File: src/rtl/ps2_scancode_controller.sv
// ps2_scancode_controller
//   Sequences the PS/2 receive path. It gates the receiver through rx_enable and
//   decodes set-2 prefix bytes (E0 extended, F0 break, E1 pause) into whole key
//   events. Those events are queued in a first-word-fall-through FIFO.
//   Optional build macro: PS2_TYPEMATIC_FILTER_EN. When it is defined, repeated
//   make codes for a key that is still held are dropped. The default build passes
//   every make through.
module ps2_scancode_controller #(
   parameter int FIFO_DEPTH     = 8,
   parameter int TIMEOUT_CYCLES = 1000000
) (
   input  logic       Clock,
   input  logic       Reset_n,
   input  logic       rx_done_tick,
   input  logic [7:0] rx_data,
   output logic       rx_enable,
   output logic       ev_valid,
   output logic [7:0] ev_code,
   output logic       ev_ext,
   output logic       ev_break,
   input  logic       rd_en,
   output logic       fifo_full,
   output logic       overflow,
   input  logic       clr_overflow
);

   localparam int PW = (FIFO_DEPTH > 1) ? $clog2(FIFO_DEPTH) : 1;
   localparam int CW = PW + 1;
   localparam int TW = $clog2(TIMEOUT_CYCLES) + 1;
   localparam logic [CW-1:0] DEPTH_C   = CW'(FIFO_DEPTH);
   localparam logic [TW-1:0] TO_LAST_C = TW'(TIMEOUT_CYCLES - 1);

   typedef enum logic [2:0] {
      ST_IDLE    = 3'd0,
      ST_EXT     = 3'd1,
      ST_BRK     = 3'd2,
      ST_EXT_BRK = 3'd3,
      ST_SKIP    = 3'd4
   } state_t;

   // Bytes that open or continue a multi-byte sequence.
   function automatic logic is_prefix(input logic [7:0] b);
      return (b == 8'hE0) || (b == 8'hE1) || (b == 8'hF0);
   endfunction

   // Controller responses, BAT and error codes that never become key events.
   function automatic logic is_ignored(input logic [7:0] b);
      return (b == 8'hAA) || (b == 8'hFA) || (b == 8'hEE) ||
             (b == 8'h00) || (b == 8'hFF);
   endfunction

   state_t          state_r, state_nxt_s;
   logic [2:0]      skip_cnt_r, skip_nxt_s;
   logic [TW-1:0]   to_cnt_r;
   logic            timeout_s;
   logic            push_s, push_ext_s, push_brk_s;
   logic            fifo_push_s;

   logic [7:0]      code_mem_r [FIFO_DEPTH];
   logic            ext_mem_r  [FIFO_DEPTH];
   logic            brk_mem_r  [FIFO_DEPTH];
   logic [PW-1:0]   wr_ptr_r, rd_ptr_r;
   logic [CW-1:0]   count_r;
   logic            full_s, pop_s, wr_ok_s, drop_s;
   logic            overflow_r, rx_enable_r;

   // Abandon a stalled sequence once the idle budget inside it runs out.
   assign timeout_s = (state_r != ST_IDLE) && !rx_done_tick && (to_cnt_r == TO_LAST_C);

   // State register together with the pause-sequence skip counter.
   always_ff @(posedge Clock or negedge Reset_n) begin
      if (!Reset_n) begin
         state_r    <= ST_IDLE;
         skip_cnt_r <= 3'd0;
      end else begin
         state_r    <= state_nxt_s;
         skip_cnt_r <= skip_nxt_s;
      end
   end

   // Inter-byte idle counter. It runs only inside a sequence.
   always_ff @(posedge Clock or negedge Reset_n) begin
      if (!Reset_n) begin
         to_cnt_r <= '0;
      end else if (rx_done_tick || (state_r == ST_IDLE) || timeout_s) begin
         to_cnt_r <= '0;
      end else begin
         to_cnt_r <= to_cnt_r + TW'(1);
      end
   end

   // Next-state decode. The FSM advances only on a received byte or on a timeout.
   always_comb begin
      state_nxt_s = state_r;
      skip_nxt_s  = skip_cnt_r;
      if (timeout_s) begin
         state_nxt_s = ST_IDLE;
      end else if (rx_done_tick) begin
         case (state_r)
            ST_IDLE: begin
               case (rx_data)
                  8'hE0:   state_nxt_s = ST_EXT;
                  8'hF0:   state_nxt_s = ST_BRK;
                  8'hE1: begin
                     state_nxt_s = ST_SKIP;
                     skip_nxt_s  = 3'd7;
                  end
                  default: state_nxt_s = ST_IDLE;
               endcase
            end
            ST_EXT: begin
               if (rx_data == 8'hF0) begin
                  state_nxt_s = ST_EXT_BRK;
               end else if (rx_data == 8'hE0) begin
                  state_nxt_s = ST_EXT;
               end else begin
                  state_nxt_s = ST_IDLE;
               end
            end
            ST_SKIP: begin
               skip_nxt_s = skip_cnt_r - 3'd1;
               if (skip_cnt_r == 3'd1) begin
                  state_nxt_s = ST_IDLE;
               end else begin
                  state_nxt_s = ST_SKIP;
               end
            end
            default: state_nxt_s = ST_IDLE;
         endcase
      end else begin
         state_nxt_s = state_r;
      end
   end

   // Output decode. Decide whether this byte completes a key event, and which flags it carries.
   always_comb begin
      push_s     = 1'b0;
      push_ext_s = 1'b0;
      push_brk_s = 1'b0;
      if (rx_done_tick) begin
         case (state_r)
            ST_IDLE:    push_s = !is_prefix(rx_data) && !is_ignored(rx_data);
            ST_EXT: begin
               push_s     = (rx_data != 8'hF0) && (rx_data != 8'hE0);
               push_ext_s = 1'b1;
            end
            ST_BRK: begin
               push_s     = !is_prefix(rx_data);
               push_brk_s = 1'b1;
            end
            ST_EXT_BRK: begin
               push_s     = !is_prefix(rx_data);
               push_ext_s = 1'b1;
               push_brk_s = 1'b1;
            end
            default:    push_s = 1'b0;
         endcase
      end else begin
         push_s = 1'b0;
      end
   end

`ifdef PS2_TYPEMATIC_FILTER_EN
   logic       held_r, last_ext_r, match_s;
   logic [7:0] last_code_r;

   assign match_s     = (last_ext_r == push_ext_s) && (last_code_r == rx_data);
   assign fifo_push_s = push_s && !(!push_brk_s && held_r && match_s);

   // Remember the last make so that typematic repeats can be recognised and dropped.
   always_ff @(posedge Clock or negedge Reset_n) begin
      if (!Reset_n) begin
         held_r      <= 1'b0;
         last_ext_r  <= 1'b0;
         last_code_r <= 8'h00;
      end else if (push_s && !push_brk_s && !(held_r && match_s)) begin
         held_r      <= 1'b1;
         last_ext_r  <= push_ext_s;
         last_code_r <= rx_data;
      end else if (push_s && push_brk_s && held_r && match_s) begin
         held_r      <= 1'b0;
      end
   end
`else
   assign fifo_push_s = push_s;
`endif

   assign full_s  = (count_r == DEPTH_C);
   assign pop_s   = rd_en && (count_r != '0);
   assign wr_ok_s = fifo_push_s && (!full_s || pop_s);
   assign drop_s  = fifo_push_s && full_s && !pop_s;

   // Event storage. Reset clears it so that the head reads as zero.
   always_ff @(posedge Clock or negedge Reset_n) begin
      if (!Reset_n) begin
         for (int i = 0; i < FIFO_DEPTH; i++) begin
            code_mem_r[i] <= 8'h00;
            ext_mem_r[i]  <= 1'b0;
            brk_mem_r[i]  <= 1'b0;
         end
      end else if (wr_ok_s) begin
         code_mem_r[wr_ptr_r] <= rx_data;
         ext_mem_r[wr_ptr_r]  <= push_ext_s;
         brk_mem_r[wr_ptr_r]  <= push_brk_s;
      end
   end

   // Pointers and occupancy. A simultaneous push and pop leaves the count unchanged.
   always_ff @(posedge Clock or negedge Reset_n) begin
      if (!Reset_n) begin
         wr_ptr_r <= '0;
         rd_ptr_r <= '0;
         count_r  <= '0;
      end else begin
         if (wr_ok_s) wr_ptr_r <= wr_ptr_r + PW'(1);
         if (pop_s)   rd_ptr_r <= rd_ptr_r + PW'(1);
         case ({wr_ok_s, pop_s})
            2'b10:   count_r <= count_r + CW'(1);
            2'b01:   count_r <= count_r - CW'(1);
            default: count_r <= count_r;
         endcase
      end
   end

   // Sticky overflow flag and receiver gating. A drop wins over a clear in the same cycle.
   always_ff @(posedge Clock or negedge Reset_n) begin
      if (!Reset_n) begin
         overflow_r  <= 1'b0;
         rx_enable_r <= 1'b0;
      end else begin
         rx_enable_r <= !full_s;
         if (drop_s) begin
            overflow_r <= 1'b1;
         end else if (clr_overflow) begin
            overflow_r <= 1'b0;
         end
      end
   end

   assign rx_enable = rx_enable_r;
   assign overflow  = overflow_r;
   assign fifo_full = full_s;
   assign ev_valid  = (count_r != '0);
   assign ev_code   = code_mem_r[rd_ptr_r];
   assign ev_ext    = ext_mem_r[rd_ptr_r];
   assign ev_break  = brk_mem_r[rd_ptr_r];

endmodule

File: config.mk
export PLATFORM = sky130hd
export DESIGN_NAME = ps2_scancode_controller
export DESIGN_NICKNAME = d
export VERILOG_FILES = /design/src/rtl/ps2_scancode_controller.sv
export SDC_FILE = /design/constraint.sdc
export NUM_CORES = 1
export LEC_CHECK = 0
export CAP_MARGIN = 10
export CORE_ASPECT_RATIO = 0.75
export CORE_MARGIN = 2
export CORE_UTILIZATION = 30
export CTS_CLUSTER_SIZE = 10
export DETAILED_ROUTE_END_ITERATION = 6
export HOLD_SLACK_MARGIN = 0.03
export SETUP_SLACK_MARGIN = 0.1
export SLEW_MARGIN = 5
export SYNTH_ARGS = -nofsm -noshare
export SYNTH_HDL_FRONTEND = slang
export SYNTH_SLANG_ARGS = --single-unit
export TNS_END_PERCENT = 20
File: constraint.sdc
create_clock -name Clock -period 3 [get_ports Clock]
set_clock_uncertainty 0.15 [all_clocks]
set_input_delay 0.9 -clock Clock [delete_from_list [all_inputs] [get_ports Clock]]
set_output_delay 0.9 -clock Clock [all_outputs]
set_load 0.02 [all_outputs]
==> impl_metrics.ini <==
[status]
status = finished, violations left
violations = negative setup slack

[setup_path]
crit_arrival_ns = 2.08
path_cells = buf_12 > buf_16 > mux4_2 > mux2_4 > buf_6
critPathSlowestCell = mux4_2
cp_top_family = multiplexers
rrSetupSlack_ns = 0.34
critPathKind = reg -> out
crit_buf_inv = 3
end_kind = primary output
crit_fanout = 8
r2r_start = count_r[1]
reg2reg_to = count_r[2]
start_kind = register
critical_path.max_stage_delay_ns = 0.51
path_depth = 5
crit_required_ns = 1.95
worst-r2r-cell-count = 11

[timing]
period_share_pct = 104
max_freq_mhz = 320
tightest_slew_ns = 0.715
hold_violations = 0
fin_crit_ns = 3.13
setup_tns_ns = -0.890
worst_slack_ns = -0.126
hold_ws_ns = 0.348
relSlewSlack_pct = 52.3
maxSlewViolCount = 0
setup_viol = 10
rsz0062_at_grt = yes

[floorplan]
io_pins = 27
die_area_um2 = 21000
chipWidth_um = 167
rows = 44
initial_core_util_pct = 30.7
design.core.area_um2 = 19400
chipHeight_um = 126

[hold_path]
holdCritStartpoint = code_mem_r[10]
holdPathEnd = code_mem_r[10]
min_path_cells = 1
hold_class = reg -> reg

[synth]
seq_area_frac_synth_pct = 49.9
ys_ff_latch = 119
ys_types = 52
yosys.area.top_type = dfrtp_1
syn_inst = 431
synth.area.top_cells = dfrtp_1 (50%), mux2_2 (11%), mux2_4 (7.5%)
synth.avg_cell_area_um2 = 13.8
yosys_warnings = 0
synthArstFlopShare_pct = 100
synth_nets = 452
yosys-top-cells-count = dfrtp_1 (119), mux2_2 (60), mux2_4 (30), nor2_1 (30), mux4_2 (20)
synth_top_cell_area_share_pct = 49.9
synth_ff_type = dfrtp_1
syn-cell-area_um2 = 5970
yosysMostFrequentCell = dfrtp_1
synth_edf_count = 0

[clock_tree]
cts_buffer_depth = 2
clock-sinks = 119
postCtsHoldBufs = 0
cts_made_buffers = 17
cts_tree = done
htree_levels = 4
clk_pin_slew_ns = 0.05
clock-root-buffer = clkbuf_16
clock_latency_ns = 0.41

[place]
dpl.hpwl_um = 9010
gp_congestion = 0.748
place_inst = 728
port_buffers = 26
placed_area_um2 = 6830
pre_cts_slack_ns = -0.625

[finish]
layout-drive-gt1-share_pct = 43.4
design_area_um2 = 7610
regArea_um2 = 2980
nNetsFinal = 520
nFillCells = 1790
syn_to_final_growth_pct = 27.6
fin_util_pct = 39.2
multiInputGateArea_um2 = 2900
final_cells = 765
num_antenna_cells = 0

[pwr]
power_density_nw_per_um2 = 1010
ir_drop_uv = 488
p_total_mw = 7.72
leakage_nw = 3.36

[global_route]
antenna_found_initial = 0
grt_pass1_wl_um = 22000
grt_pass1_vias = 4034
overflow = 0
grt_max_degree = 48
gr-usage-all-layers_pct = 13.6

[routing]
drc = 0
wirelength_um = 13300
drt-wirelength-per-cell_um = 17.3
ant_nets = 0
drt-initial-drc-count = 181
dr.pass1.iters = 7
via_per_inst = 4.77
vias = 3652

[run]
cap_viol_max_count = 0
-- state kept, by name (all words and copies together) (netlist names) --
register,count
rx_enable,1
code_mem_r,64
brk_mem_r,8
ext_mem_r,8
skip_cnt_r,3
overflow,1
wr_ptr_r,3
to_cnt_r,21
state_r,3
count_r,4
rd_ptr_r,3
-- area by class of cell --
class,instances,area share [%]
Sequential cell,119,39.2
Multi-Input combinational cell,280,38.1
Timing Repair Buffer,72,9.81
Clock buffer,21,6.05
Tap cell,253,4.16
Clock inverter,11,2.27
Inverter,9,0.444
-- layer usage --
metal | share of wire [%] | routed length, µm | global-route usage (%) | vias up
li1 | - | - | - | 1712
met1 | 49 | 6460 | 17.9 | 1879
met2 | 48 | 6360 | 22.3 | 45
met3 | 1.9 | 258 | 2.92 | 16
met4 | 1.4 | 180 | 4.51 | 0
met5 | 0 | 0 | 0 | -
-- worst register-to-register path: cells and delay by family (launching register included) --
kind | cells | cell delay [ns]
and+or+nand+nor | 4 | 1.02
xor gates and xnor gates | 3 | 0.47
DFF | 1 | 0.47
adders and majority gates | 2 | 0.36
AOI/OAI and AO/OA | 2 | 0.12
-- worst max-delay path by stage --
stage,from,endpoint
finish,rd_ptr_r[0],ev_ext
global route,rd_ptr_r[0],ev_code[0]
CTS,rd_ptr_r[0],ev_ext
detailed placement,rx_data[4],count_r[2]
global placement,rx_data[4],count_r[2]
floorplan,rx_data[2],count_r[2]
-- placed cells by master, fill, tap and decap left out, types with 12 or more instances in the layout --
| master | netlist | routed |
|---|---|---|
| nor2_1 | 30 | 30 |
| nand2_1 | 13 | 12 |
| mux2_2 | 60 | 55 |
| mux4_2 | 20 | 20 |
| mux2_4 | 30 | 35 |
| nand3_1 | 12 | 12 |
| xor2_1 | 19 | 18 |
| dfrtp_1 | 119 | 116 |
| buf_4 | 1 | 34 |
| clkbuf_16 | 0 | 17 |
-- cells by family after synthesis --
group / share of synthesized area [%]
AO/OA/AOI/OAI: 2.73
XOR/XNOR: 4.26
adder cells (fa/ha/maj): 1.68
buffers and inverters: 2.87
flip-flops: 49.9
multiplexers: 27.0
AND/OR/NAND/NOR: 11.6
-- report_power, final --
part,switching (mW),leakage [nW],internal [mW],total (mW)
combinational,1.21,1.56,1.81,3.02
sequential,0.388,1.50,2.16,2.54
clock,0.725,0.296,1.43,2.16
-- timing repair --
item	4_1_cts	5_1_grt
pin swaps	6	1
buffers inserted	3	0
setup endpoints to repair	95	15
cloned	2	0
gates resized for setup	83	2
Note: power is estimated with default switching activity, not from simulation.
